<file path="config.mk">
export PLATFORM = sky130hd
export DESIGN_NAME = cpu_control_unit
export DESIGN_NICKNAME = d
export VERILOG_FILES = /design/src/rtl/cpu_ctrl_pkg.sv /design/src/rtl/cpu_control_unit_decode.sv /design/src/rtl/cpu_control_unit.sv
export SDC_FILE = /design/constraint.sdc
export NUM_CORES = 1
export LEC_CHECK = 0
export ABC_AREA = 1
export BUFFER_PORTS_ARGS = -buffer_cell sky130_fd_sc_hd__buf_2
export CAP_MARGIN = 20
export CORE_MARGIN = 2
export CORE_UTILIZATION = 46
export DETAILED_ROUTE_END_ITERATION = 10
export GPL_TIMING_DRIVEN = 0
export PLACE_DENSITY = 0.89
export RECOVER_POWER = 25
export SLEW_MARGIN = 25
export SYNTH_ARGS = -nofsm -noshare
export SYNTH_HDL_FRONTEND = slang
export SYNTH_SLANG_ARGS = --single-unit
</file>
<file path="constraint.sdc">
create_clock -name clk -period 4.5 [get_ports clk]
set_input_delay 0 -clock clk [delete_from_list [all_inputs] [get_ports clk]]
set_output_delay 0 -clock clk [all_outputs]
set_load 0.02 [all_outputs]
</file>
<file path="src/rtl/cpu_ctrl_pkg.sv">
// Shared definitions for the single-bus CPU control sequencer: opcodes, ALU codes,
// step states, bus/enable bit positions and opcode classification helpers.
package cpu_ctrl_pkg;

    typedef enum logic [3:0] {
        T0   = 4'd0,
        T1   = 4'd1,
        T2   = 4'd2,
        T3   = 4'd3,
        T4   = 4'd4,
        T5   = 4'd5,
        T6   = 4'd6,
        T7   = 4'd7,
        HALT = 4'd8
    } state_t;

    localparam logic [4:0] OP_LD   = 5'd0;
    localparam logic [4:0] OP_LDI  = 5'd1;
    localparam logic [4:0] OP_ST   = 5'd2;
    localparam logic [4:0] OP_ADD  = 5'd3;
    localparam logic [4:0] OP_SUB  = 5'd4;
    localparam logic [4:0] OP_AND  = 5'd5;
    localparam logic [4:0] OP_OR   = 5'd6;
    localparam logic [4:0] OP_SHR  = 5'd7;
    localparam logic [4:0] OP_SHL  = 5'd8;
    localparam logic [4:0] OP_ROR  = 5'd9;
    localparam logic [4:0] OP_ROL  = 5'd10;
    localparam logic [4:0] OP_ADDI = 5'd11;
    localparam logic [4:0] OP_ANDI = 5'd12;
    localparam logic [4:0] OP_ORI  = 5'd13;
    localparam logic [4:0] OP_MUL  = 5'd14;
    localparam logic [4:0] OP_DIV  = 5'd15;
    localparam logic [4:0] OP_NEG  = 5'd16;
    localparam logic [4:0] OP_NOT  = 5'd17;
    localparam logic [4:0] OP_BR   = 5'd18;
    localparam logic [4:0] OP_MFHI = 5'd23;
    localparam logic [4:0] OP_MFLO = 5'd24;
    localparam logic [4:0] OP_NOP  = 5'd25;
    localparam logic [4:0] OP_HALT = 5'd26;

    localparam logic [5:0] ALU_NONE = 6'd0;
    localparam logic [5:0] ALU_ADD  = 6'd1;
    localparam logic [5:0] ALU_SUB  = 6'd2;
    localparam logic [5:0] ALU_AND  = 6'd3;
    localparam logic [5:0] ALU_OR   = 6'd4;
    localparam logic [5:0] ALU_SHR  = 6'd5;
    localparam logic [5:0] ALU_SHL  = 6'd6;
    localparam logic [5:0] ALU_ROR  = 6'd7;
    localparam logic [5:0] ALU_ROL  = 6'd8;
    localparam logic [5:0] ALU_MUL  = 6'd9;
    localparam logic [5:0] ALU_DIV  = 6'd10;
    localparam logic [5:0] ALU_NEG  = 6'd11;
    localparam logic [5:0] ALU_NOT  = 6'd12;

    localparam int OS_HI  = 16;
    localparam int OS_LO  = 17;
    localparam int OS_ZHI = 18;
    localparam int OS_ZLO = 19;
    localparam int OS_PC  = 20;
    localparam int OS_MDR = 22;
    localparam int OS_C   = 24;

    localparam int RE_HI  = 16;
    localparam int RE_LO  = 17;
    localparam int RE_ZHI = 18;
    localparam int RE_ZLO = 19;
    localparam int RE_PC  = 20;
    localparam int RE_IR  = 21;
    localparam int RE_MDR = 22;
    localparam int RE_MAR = 23;
    localparam int RE_Y   = 24;

    localparam logic [3:0] GR_SEL = 4'b0001;

    // Instruction classes sharing one execute sequence
    typedef enum logic [3:0] {
        CAT_RR, CAT_IMM, CAT_UN, CAT_LDI, CAT_LD, CAT_ST, CAT_MD,
        CAT_BR, CAT_MFHI, CAT_MFLO, CAT_NOP, CAT_HALT, CAT_ILL
    } cat_t;

    function automatic cat_t op_cat(input logic [4:0] op);
        case (op)
            OP_ADD, OP_SUB, OP_AND, OP_OR,
            OP_SHR, OP_SHL, OP_ROR, OP_ROL: return CAT_RR;
            OP_ADDI, OP_ANDI, OP_ORI:       return CAT_IMM;
            OP_NEG, OP_NOT:                 return CAT_UN;
            OP_LDI:                         return CAT_LDI;
            OP_LD:                          return CAT_LD;
            OP_ST:                          return CAT_ST;
            OP_MUL, OP_DIV:                 return CAT_MD;
            OP_BR:                          return CAT_BR;
            OP_MFHI:                        return CAT_MFHI;
            OP_MFLO:                        return CAT_MFLO;
            OP_NOP:                         return CAT_NOP;
            OP_HALT:                        return CAT_HALT;
            default:                        return CAT_ILL;
        endcase
    endfunction

    function automatic logic [5:0] op_alu(input logic [4:0] op);
        case (op)
            OP_ADD, OP_ADDI: return ALU_ADD;
            OP_SUB:          return ALU_SUB;
            OP_AND, OP_ANDI: return ALU_AND;
            OP_OR, OP_ORI:   return ALU_OR;
            OP_SHR:          return ALU_SHR;
            OP_SHL:          return ALU_SHL;
            OP_ROR:          return ALU_ROR;
            OP_ROL:          return ALU_ROL;
            OP_MUL:          return ALU_MUL;
            OP_DIV:          return ALU_DIV;
            OP_NEG:          return ALU_NEG;
            OP_NOT:          return ALU_NOT;
            default:         return ALU_NONE;
        endcase
    endfunction

    function automatic state_t last_step(input cat_t c);
        case (c)
            CAT_RR, CAT_IMM, CAT_LDI: return T5;
            CAT_UN:                   return T4;
            CAT_LD, CAT_ST:           return T7;
            CAT_MD, CAT_BR:           return T6;
            default:                  return T3;
        endcase
    endfunction

endpackage

</file>
<file path="src/rtl/cpu_control_unit_decode.sv">
// Pure combinational map from (step, opcode, con_ff) to the datapath control strobes.
module ctrl_step_decode
    import cpu_ctrl_pkg::*;
(
    input  state_t      i_state,
    input  logic [4:0]  i_opcode,
    input  logic        i_con_ff,
    output logic [31:0] o_out_sel,
    output logic [31:0] o_reg_enable,
    output logic [5:0]  o_alu_sel,
    output logic        o_read,
    output logic        o_write,
    output logic        o_inc_pc,
    output logic [3:0]  o_gra,
    output logic [3:0]  o_grb,
    output logic [3:0]  o_grc,
    output logic        o_rin,
    output logic        o_rout,
    output logic        o_baout,
    output logic        o_con_in,
    output logic        o_run,
    output logic        o_illegal_op
);

    cat_t       w_cat;
    logic [5:0] w_alu;

    assign w_cat = op_cat(i_opcode);
    assign w_alu = op_alu(i_opcode);

    // Strobe decode per step; anything not named in a step stays 0
    always_comb begin
        o_out_sel    = 32'd0;
        o_reg_enable = 32'd0;
        o_alu_sel    = ALU_NONE;
        o_read       = 1'b0;
        o_write      = 1'b0;
        o_inc_pc     = 1'b0;
        o_gra        = 4'd0;
        o_grb        = 4'd0;
        o_grc        = 4'd0;
        o_rin        = 1'b0;
        o_rout       = 1'b0;
        o_baout      = 1'b0;
        o_con_in     = 1'b0;
        o_illegal_op = 1'b0;
        o_run        = (i_state != HALT);
        case (i_state)
            T0: begin
                o_out_sel[OS_PC]     = 1'b1;
                o_reg_enable[RE_MAR] = 1'b1;
                o_inc_pc             = 1'b1;
            end
            T1: begin
                o_read               = 1'b1;
                o_reg_enable[RE_MDR] = 1'b1;
            end
            T2: begin
                o_out_sel[OS_MDR]   = 1'b1;
                o_reg_enable[RE_IR] = 1'b1;
            end
            T3: begin
                case (w_cat)
                    CAT_RR, CAT_IMM: begin
                        o_grb = GR_SEL; o_rout = 1'b1; o_reg_enable[RE_Y] = 1'b1;
                    end
                    CAT_LDI, CAT_LD, CAT_ST: begin
                        o_grb = GR_SEL; o_baout = 1'b1; o_reg_enable[RE_Y] = 1'b1;
                    end
                    CAT_UN: begin
                        o_grb = GR_SEL; o_rout = 1'b1; o_alu_sel = w_alu;
                        o_reg_enable[RE_ZLO:RE_ZHI] = 2'b11;
                    end
                    CAT_MD: begin
                        o_gra = GR_SEL; o_rout = 1'b1; o_reg_enable[RE_Y] = 1'b1;
                    end
                    CAT_BR: begin
                        o_gra = GR_SEL; o_rout = 1'b1; o_con_in = 1'b1;
                    end
                    CAT_MFHI: begin
                        o_out_sel[OS_HI] = 1'b1; o_gra = GR_SEL; o_rin = 1'b1;
                    end
                    CAT_MFLO: begin
                        o_out_sel[OS_LO] = 1'b1; o_gra = GR_SEL; o_rin = 1'b1;
                    end
                    CAT_ILL: o_illegal_op = 1'b1;
                    default: o_illegal_op = 1'b0;
                endcase
            end
            T4: begin
                case (w_cat)
                    CAT_RR: begin
                        o_grc = GR_SEL; o_rout = 1'b1; o_alu_sel = w_alu;
                        o_reg_enable[RE_ZLO:RE_ZHI] = 2'b11;
                    end
                    CAT_IMM: begin
                        o_out_sel[OS_C] = 1'b1; o_alu_sel = w_alu;
                        o_reg_enable[RE_ZLO:RE_ZHI] = 2'b11;
                    end
                    CAT_LDI, CAT_LD, CAT_ST: begin
                        o_out_sel[OS_C] = 1'b1; o_alu_sel = ALU_ADD;
                        o_reg_enable[RE_ZLO:RE_ZHI] = 2'b11;
                    end
                    CAT_UN: begin
                        o_out_sel[OS_ZLO] = 1'b1; o_gra = GR_SEL; o_rin = 1'b1;
                    end
                    CAT_MD: begin
                        o_grb = GR_SEL; o_rout = 1'b1; o_alu_sel = w_alu;
                        o_reg_enable[RE_ZLO:RE_ZHI] = 2'b11;
                    end
                    CAT_BR: begin
                        o_out_sel[OS_PC] = 1'b1; o_reg_enable[RE_Y] = 1'b1;
                    end
                    default: o_rout = 1'b0;
                endcase
            end
            T5: begin
                case (w_cat)
                    CAT_RR, CAT_IMM, CAT_LDI: begin
                        o_out_sel[OS_ZLO] = 1'b1; o_gra = GR_SEL; o_rin = 1'b1;
                    end
                    CAT_LD, CAT_ST: begin
                        o_out_sel[OS_ZLO] = 1'b1; o_reg_enable[RE_MAR] = 1'b1;
                    end
                    CAT_MD: begin
                        o_out_sel[OS_ZLO] = 1'b1; o_reg_enable[RE_LO] = 1'b1;
                    end
                    CAT_BR: begin
                        o_out_sel[OS_C] = 1'b1; o_alu_sel = ALU_ADD;
                        o_reg_enable[RE_ZLO:RE_ZHI] = 2'b11;
                    end
                    default: o_rout = 1'b0;
                endcase
            end
            T6: begin
                case (w_cat)
                    CAT_LD: begin
                        o_read = 1'b1; o_reg_enable[RE_MDR] = 1'b1;
                    end
                    // read stays low so the MDR mux takes the bus, not memory
                    CAT_ST: begin
                        o_gra = GR_SEL; o_rout = 1'b1; o_reg_enable[RE_MDR] = 1'b1;
                    end
                    CAT_MD: begin
                        o_out_sel[OS_ZHI] = 1'b1; o_reg_enable[RE_HI] = 1'b1;
                    end
                    CAT_BR: begin
                        if (i_con_ff) begin
                            o_out_sel[OS_ZLO] = 1'b1; o_reg_enable[RE_PC] = 1'b1;
                        end else begin
                            o_reg_enable[RE_PC] = 1'b0;
                        end
                    end
                    default: o_rout = 1'b0;
                endcase
            end
            T7: begin
                case (w_cat)
                    CAT_LD: begin
                        o_out_sel[OS_MDR] = 1'b1; o_gra = GR_SEL; o_rin = 1'b1;
                    end
                    CAT_ST:  o_write = 1'b1;
                    default: o_write = 1'b0;
                endcase
            end
            default: o_run = 1'b0;
        endcase
    end

endmodule

</file>
<file path="src/rtl/cpu_control_unit.sv">
// Control sequencer top: holds the step register and next-step logic; strobes come
// from ctrl_step_decode and are forced quiet while clr is asserted.
module cpu_control_unit
    import cpu_ctrl_pkg::*;
#(
    parameter int OPW             = 5,
    parameter bit HALT_ON_ILLEGAL = 1'b0
) (
    input  logic        clk,
    input  logic        clr,
    input  logic [31:0] ir,
    input  logic        con_ff,
    output logic [31:0] out_sel,
    output logic [31:0] reg_enable,
    output logic [5:0]  ALU_Sel,
    output logic        read,
    output logic        write,
    output logic        incPC,
    output logic [3:0]  Gra,
    output logic [3:0]  Grb,
    output logic [3:0]  Grc,
    output logic        Rin,
    output logic        Rout,
    output logic        BAout,
    output logic        conIn,
    output logic        run,
    output logic        illegal_op,
    output logic [3:0]  step
);

    state_t      r_state;
    state_t      w_next;
    cat_t        w_cat;
    logic [4:0]  w_opcode;
    logic        w_unused_ir;
    logic [31:0] w_out_sel, w_reg_enable;
    logic [5:0]  w_alu_sel;
    logic [3:0]  w_gra, w_grb, w_grc;
    logic        w_read, w_write, w_inc_pc, w_rin, w_rout, w_baout, w_con_in;
    logic        w_run, w_illegal_op;

    assign w_opcode    = ir[31 -: OPW];
    assign w_cat       = op_cat(w_opcode);
    // Register fields are decoded by the datapath's Select/Encode logic, not here
    assign w_unused_ir = ^ir[31-OPW:0];

    // Next-step selection: fetch runs T0..T2, execute ends at the class's last step
    always_comb begin
        w_next = T0;
        if (r_state == HALT) begin
            w_next = HALT;
        end else if (r_state == T3 && w_cat == CAT_HALT) begin
            w_next = HALT;
        end else if (r_state == T3 && w_cat == CAT_ILL && HALT_ON_ILLEGAL) begin
            w_next = HALT;
        end else if (r_state == T7 || r_state >= last_step(w_cat)) begin
            w_next = T0;
        end else begin
            w_next = state_t'(r_state + 4'd1);
        end
    end

    // Step register with synchronous clear
    always_ff @(posedge clk) begin
        if (clr) begin
            r_state <= T0;
        end else begin
            r_state <= w_next;
        end
    end

    ctrl_step_decode u_decode (
        .i_state      (r_state),
        .i_opcode     (w_opcode),
        .i_con_ff     (con_ff),
        .o_out_sel    (w_out_sel),
        .o_reg_enable (w_reg_enable),
        .o_alu_sel    (w_alu_sel),
        .o_read       (w_read),
        .o_write      (w_write),
        .o_inc_pc     (w_inc_pc),
        .o_gra        (w_gra),
        .o_grb        (w_grb),
        .o_grc        (w_grc),
        .o_rin        (w_rin),
        .o_rout       (w_rout),
        .o_baout      (w_baout),
        .o_con_in     (w_con_in),
        .o_run        (w_run),
        .o_illegal_op (w_illegal_op)
    );

    // clr silences every strobe in the same cycle so an abandoned store never writes
    assign out_sel    = clr ? 32'd0 : w_out_sel;
    assign reg_enable = clr ? 32'd0 : w_reg_enable;
    assign ALU_Sel    = clr ? ALU_NONE : w_alu_sel;
    assign read       = clr ? 1'b0 : w_read;
    assign write      = clr ? 1'b0 : w_write;
    assign incPC      = clr ? 1'b0 : w_inc_pc;
    assign Gra        = clr ? 4'd0 : w_gra;
    assign Grb        = clr ? 4'd0 : w_grb;
    assign Grc        = clr ? 4'd0 : w_grc;
    assign Rin        = clr ? 1'b0 : w_rin;
    assign Rout       = clr ? 1'b0 : w_rout;
    assign BAout      = clr ? 1'b0 : w_baout;
    assign conIn      = clr ? 1'b0 : w_con_in;
    assign run        = clr ? 1'b1 : w_run;
    assign illegal_op = clr ? 1'b0 : w_illegal_op;
    assign step       = clr ? T0 : r_state;

endmodule
</file>
Yosys cells after proc, flatten, opt, wreduce, memory -nomap -nowiden
Memory sizes are Yosys's and may differ from the RTL's. Index checks and enable logic that the tools add are counted.

$lt $le $gt $ge: 1. Add/sub/neg operators: 1. Muxes and demuxes: 80. Equal/unequal tests: 20. Reductions and logical operators: 17.

Operator list (count): 25-bit 2-to-1 mux (2); 1-bit 2-to-1 mux (46); 4-bit 2-to-1 mux (11); 4-bit by 3-bit equality test with 1-bit output, second input constant (8); 4-bit equality test, second input constant (5); 4-bit case mux with 5 select lines (1); 6-bit case mux with 3 select lines (1); 4-bit by 2-bit equality test with 1-bit output, second input constant (4); 1-bit case mux with 2 select lines (7); 6-bit 2-to-1 mux (2); 6-bit case mux with 2 select lines (1); 4-bit OR reduction (3); 6-bit OR reduction (2); 3-bit OR reduction (3); 4-bit by 1-bit equality test with 1-bit output, second input constant (2); 4-bit zero test (2); 2-bit 2-to-1 mux (4); 4-bit case mux with 2 select lines (1); 8-bit OR reduction (1); 1-bit case mux with 3 select lines (2); 2-bit case mux with 3 select lines (1); 2-bit OR reduction (3); 5-bit OR reduction (1); 4-bit by 1-bit adder with 4-bit output, second input constant (1); other kinds (5) (5).

Word-level logic and storage cells: 125. Flip-flop bits (word level): 4. Output and inout port bits: 95. Memories kept: 4. Memory bits (read-only): 400. Input port bits: 35.

Memory list: (no name shown) (words 32, bits a word 4, rd ports 1, clocked after Yosys merged registers in 0, wr ports 0, line cpu_ctrl_pkg.sv:82) `case (op)`; (no name shown) (words 32, bits a word 4, rd ports 1, clocked after Yosys merged registers in 0, wr ports 0, line cpu_ctrl_pkg.sv:101) `case (op)`; (no name shown) (words 32, bits a word 4, rd ports 1, clocked after Yosys merged registers in 0, wr ports 0, line cpu_ctrl_pkg.sv:82); (no name shown) (words 8, bits a word 2, rd ports 1, clocked after Yosys merged registers in 0, wr ports 0, line cpu_ctrl_pkg.sv:119) `case (c)`.

Logic depth before layout (Yosys ltp)
An unclocked memory read counts as a cell.

Word-level depth: 10. Mapped depth: 17. Depth with buffers taken out: 17.

Cells and area by module
From an unflattened synthesis, not the netlist that was laid out.

Cell total of the unflattened synthesis: 529. Area total of the unflattened synthesis: 2683.8 um2.

By module, submodules not included: ctrl_step_decode (sequential area each 0.0 um2, area an instance 1420.1 um2, times used 1, cells an instance 244); cpu_control_unit (sequential area each 80.1 um2, area an instance 1263.7 um2, times used 1, cells an instance 285).

Least setup slack after synthesis
OpenSTA, ideal clock, no wires.

Path kind: register to output. Start point: register r_state[1]. End point: output port illegal_op. Setup slack: 2.592 ns. Data required time: 4.500 ns. Arrival time: 1.908 ns. Path buffers: 0. Stages on the path, launching flop included: 8. Cells stage by stage: dfxtp_1 -> ha_1 -> nand2_1 -> nor2_1 -> inv_1 -> nor2_1 -> inv_1 -> nor4_1.

Longest elaborated chain between the ends: 3.

Ends and longest elaborated chain: start: declaration (line cpu_control_unit.sv:31) `state_t r_state;`; start signal: assignment (line cpu_control_unit.sv:68) `r_state <= w_next;`; 4-bit by 2-bit equality test with 1-bit output (line cpu_control_unit_decode.sv:48) `case (i_state)`; 1-bit 2-to-1 mux (line cpu_control_unit_decode.sv:48); 1-bit 2-to-1 mux (line cpu_control_unit.sv:108) `assign illegal_op = clr ? 1'b0 : w_illegal_op;`; end: declaration (line cpu_control_unit.sv:27) `output logic illegal_op,`.

No other way between the ends.

Worst setup path in the final report
Start point: input port ir[28]. End point: register r_state[3].

Longest elaborated chain between the ends: 10. Elaborated cells between the ends (all ways): 12. Classes of those cells: order compare (1); eq/ne (1); mux (6); reduce/logical (2); memory (2).

Ends and longest elaborated chain: start: declaration (line cpu_control_unit.sv:11) `input logic [31:0] ir,`; memory 32 x 4 bit (*); memory 8 x 2 bit; 4-bit 2-to-1 mux (line cpu_ctrl_pkg.sv:119); 4-bit 2-to-1 mux (line cpu_control_unit.sv:52) `end else if (r_state == T3 && w_cat == CAT_HALT) begin`; 4-bit 2-to-1 mux (line cpu_control_unit.sv:50) `if (r_state == HALT) begin`; 4-bit greater-or-equal comparator (line cpu_control_unit.sv:56) `end else if (r_state == T7 || r_state >= last_step(w_cat)) begin`; 1-bit logical OR (line cpu_control_unit.sv:56); 4-bit 2-to-1 mux (line cpu_control_unit.sv:56); 4-bit 2-to-1 mux (*) (line cpu_control_unit.sv:52); 4-bit 2-to-1 mux (*) (line cpu_control_unit.sv:50).

Every way passes the cells marked *; elsewhere a longest branch is shown, timed or not. The select of a mux whose other input is x is not followed. A chain may end at the register's enable or synchronous reset.

==> out/results.txt <==
top-count cell post-synth: buf_4
Global Route Usage Sum: 18.96%
CTS-repair resized insts: 0
largest cells by area after synthesis: buf_4, nand2_1, ha_1, nor2_1, inv_1
CTS Sinks: 4
worst path bufs/invs: 3
Avg Cell Area, Syn: 6.308 µm²
Final HPWL DP: 3698 µm
TritonRoute pass-1 iters: 4
share of layout cells above drive strength 1: 37.06%
maximum VDD drop: 203.8 µV
Final TNS setup: 0 ns
Num CTS Buffers: 3
Port Buffers: 42
ant diodes: 0
Post-synth EDFFs: 0
CP cell instances: clkbuf_1 > inv_1 > ha_1 > a21oi_1 > nand2_2 > nand2_4 > nor2_2 > nor2_1 > nand2_1 > ha_1 > inv_1 > a21boi_0 > o21ai_0 > nand3b_1 > nor3_1 > nand2_1 > a31oi_1
Yosys warnings: 0
Netlist cell types: 37
Max Fclk: 437.9 MHz
Iteration-0 DRC Markers: 131
minimum clock period: 2.284 ns
CTS max path bufs: 2
Rows: 22
Initial Utilization: 49.03%
Chip Width: 67.17 µm
Fin. Hold Viols: 0
largest registers: r_state (4)
Flop pwr share: 11.4%
die area: 4512 µm²
status: finished, final reports clean
family with the most delay on the worst path: simple AND/OR/NAND/NOR gates
Worst EP required: 4.63 ns
routability-driven placement congestion ratio: 0.9209
WL/cell: 9.688 µm
FILL cells: 352
Final Max Tran Viols: 0
hold-fix buffers at CTS: 0
Post-Syn Instances: 291
DR DRC count: 0
Layout Nets: 444
CP Class: input port to register
# Post-CTS Setup Buffers: 0
Max Cap Viol: 0
initial antenna violation count: 0
CP arrival: 2.42 ns
pwr dens: 186.3 nW/µm²
Die Ht: 67.17 µm
largest net degree at the start of global routing: 11
Final period util: 50.75%
Hold Crit Class: input port to output pin
post-synth top area share: 24.95%
Detail Route Antenna Nets: 0
area grow syn2layout: 28.15%
clock network power share: 16.4%
top_reg_cell synth: dfxtp_1
hold slack: 0.3503 ns
leakage: 1.397 nW
Yosys top cell by area: buf_4
synth cell count leaders: buf_4, nand2_1, nor2_1
largest stage delay on the critical path: 0.35 ns
unrepaired setup endpoints after global routing: no
async set or reset register ratio after synthesis: 0%
internal power: 205.9 µW
Reg2Reg Setup Slack: 2.93 ns
Top reg by flops: r_state
vias in the first global route: 1,675
switching pwr: 232.4 µW
CTS tree: done
combinational share of power: 72.1%
via count: 1,934
synthesized flop and latch total: 4
DR vias/cell: 4.376
CP endpoint kind: register
Sw Share: 53.03%
Cell Area, Synth: 1836 µm²
gr ovfl total: 0
clk root buf: clkbuf_8
WL final: 4282 µm
H-tree depth: 1
max FFs per register: 4
Worst-Skew Late Latency: 0.21 ns
CTS clk-pin slew, worst paths: 0.03 ns
CP max-delay cell: clkbuf_1
final setup vio count: 0
CORE AREA: 3744 µm²
crit-path max FO: 10
Seq/Total Area, Yosys: 4.363%
startpoint types: input port
clk_skew: 0.001058 ns
io pins: 130
first-pass GRT wire length: 6900 µm
[per-layer routing]
metal	vias to the layer above	global-route usage [%]	wire, µm
met5	-	0	0
met4	0	6.122	48
met3	6	2.333	391
met2	91	34.41	2127
met1	819	23.04	1714
li1	1018	-	-
[cell type report]
class                   count  area (µm²)  share of cell area [%]
clock buffers               3       41.29                   1.755
plain buffers              65       488.0                   20.74
well taps                  48       60.06                   2.553
repair buffers             42       197.7                   8.404
flip-flops and latches      4       80.08                   3.404
multi-input cells         246        1343                   57.07
inverters                  34       142.6                   6.064
[worst min-delay path: cells and delay by family]
kind / cells / cell delay [ns]
buffers and inverters: 2 / 0.24
AND/OR/NAND/NOR: 2 / 0.10
[layout by cell type, fill, tap and decap left out]
master and instances:
nand3_1 15, nand2_4 7, nor2_2 3, clkbuf_8 3
dfxtp_1 4, nor2_4 5, conb_1 59, a31oi_1 2
nand3b_1 1, nand3_4 1, o21ai_0 9, nand2_2 13
clkbuf_1 12, inv_4 2, a31o_2 2, ha_1 13
nor4_1 1, o22ai_1 1, o21ai_1 3, o31ai_1 1
a21oi_2 2, a21oi_1 8, buf_2 32, clkinv_4 1
a21boi_4 1, nor2_8 1, nand2_1 49, a21boi_0 1
nand3_2 3, inv_2 6, buf_6 2, nor2_1 31
inv_6 1, buf_4 61, o221ai_1 1, nand4_1 1
o311ai_0 1, inv_1 24, nor3_1 11
[cells by family (layout without fill, tap and decap cells)]
family,after synthesis,after routing,share of synthesized area (%)
and+or+nand+nor,142,142,41.04
buffers and inverters,99,144,34.36
AOI/OAI and AO/OA,32,32,11.18
adders and majority gates,13,13,8.862
DFF,4,4,4.363
other,1,59,0.2043
[power groups by stage]
stage / logic, mW / registers (mW) / clock network (mW)
5_1_grt: 0.349 / 0.0512 / 0.0766
4_1_cts: 0.316 / 0.0501 / 0.0744
3_3_place_gp: 0.310 / 0.0497 / 0
2_1_floorplan: 0.261 / 0.0483 / 0
3_5_place_dp: 0.316 / 0.0505 / 0
6_report: 0.316 / 0.0501 / 0.0721
[worst paths after layout]
path	from	endpoint	cells after the start
worst max-delay path	ir[28]	r_state[3]	17
worst min register to register	r_state[0]	r_state[0]	1
worst min-delay path	con_ff	reg_enable[20]	4
worst max register to register	r_state[0]	r_state[3]	9
[per-stage QoR]
stage | instance area, µm² | util, % | power [mW] | cells | setup slack, ns
after floorplan | 2053 | - | 0.3090 | 349 | 2.592
final | 2352 | 62.83 | 0.4383 | 442 | 2.216
after global routing | 2352 | 62.83 | 0.4773 | 442 | 1.969
after CTS | 2365 | 63.17 | 0.4407 | 442 | 2.300
after global placement | 2323 | 62.07 | 0.3598 | 439 | 2.268
after detailed placement | 2323 | 62.07 | 0.3662 | 439 | 2.218
Note: power is estimated with default switching activity, not from simulation.
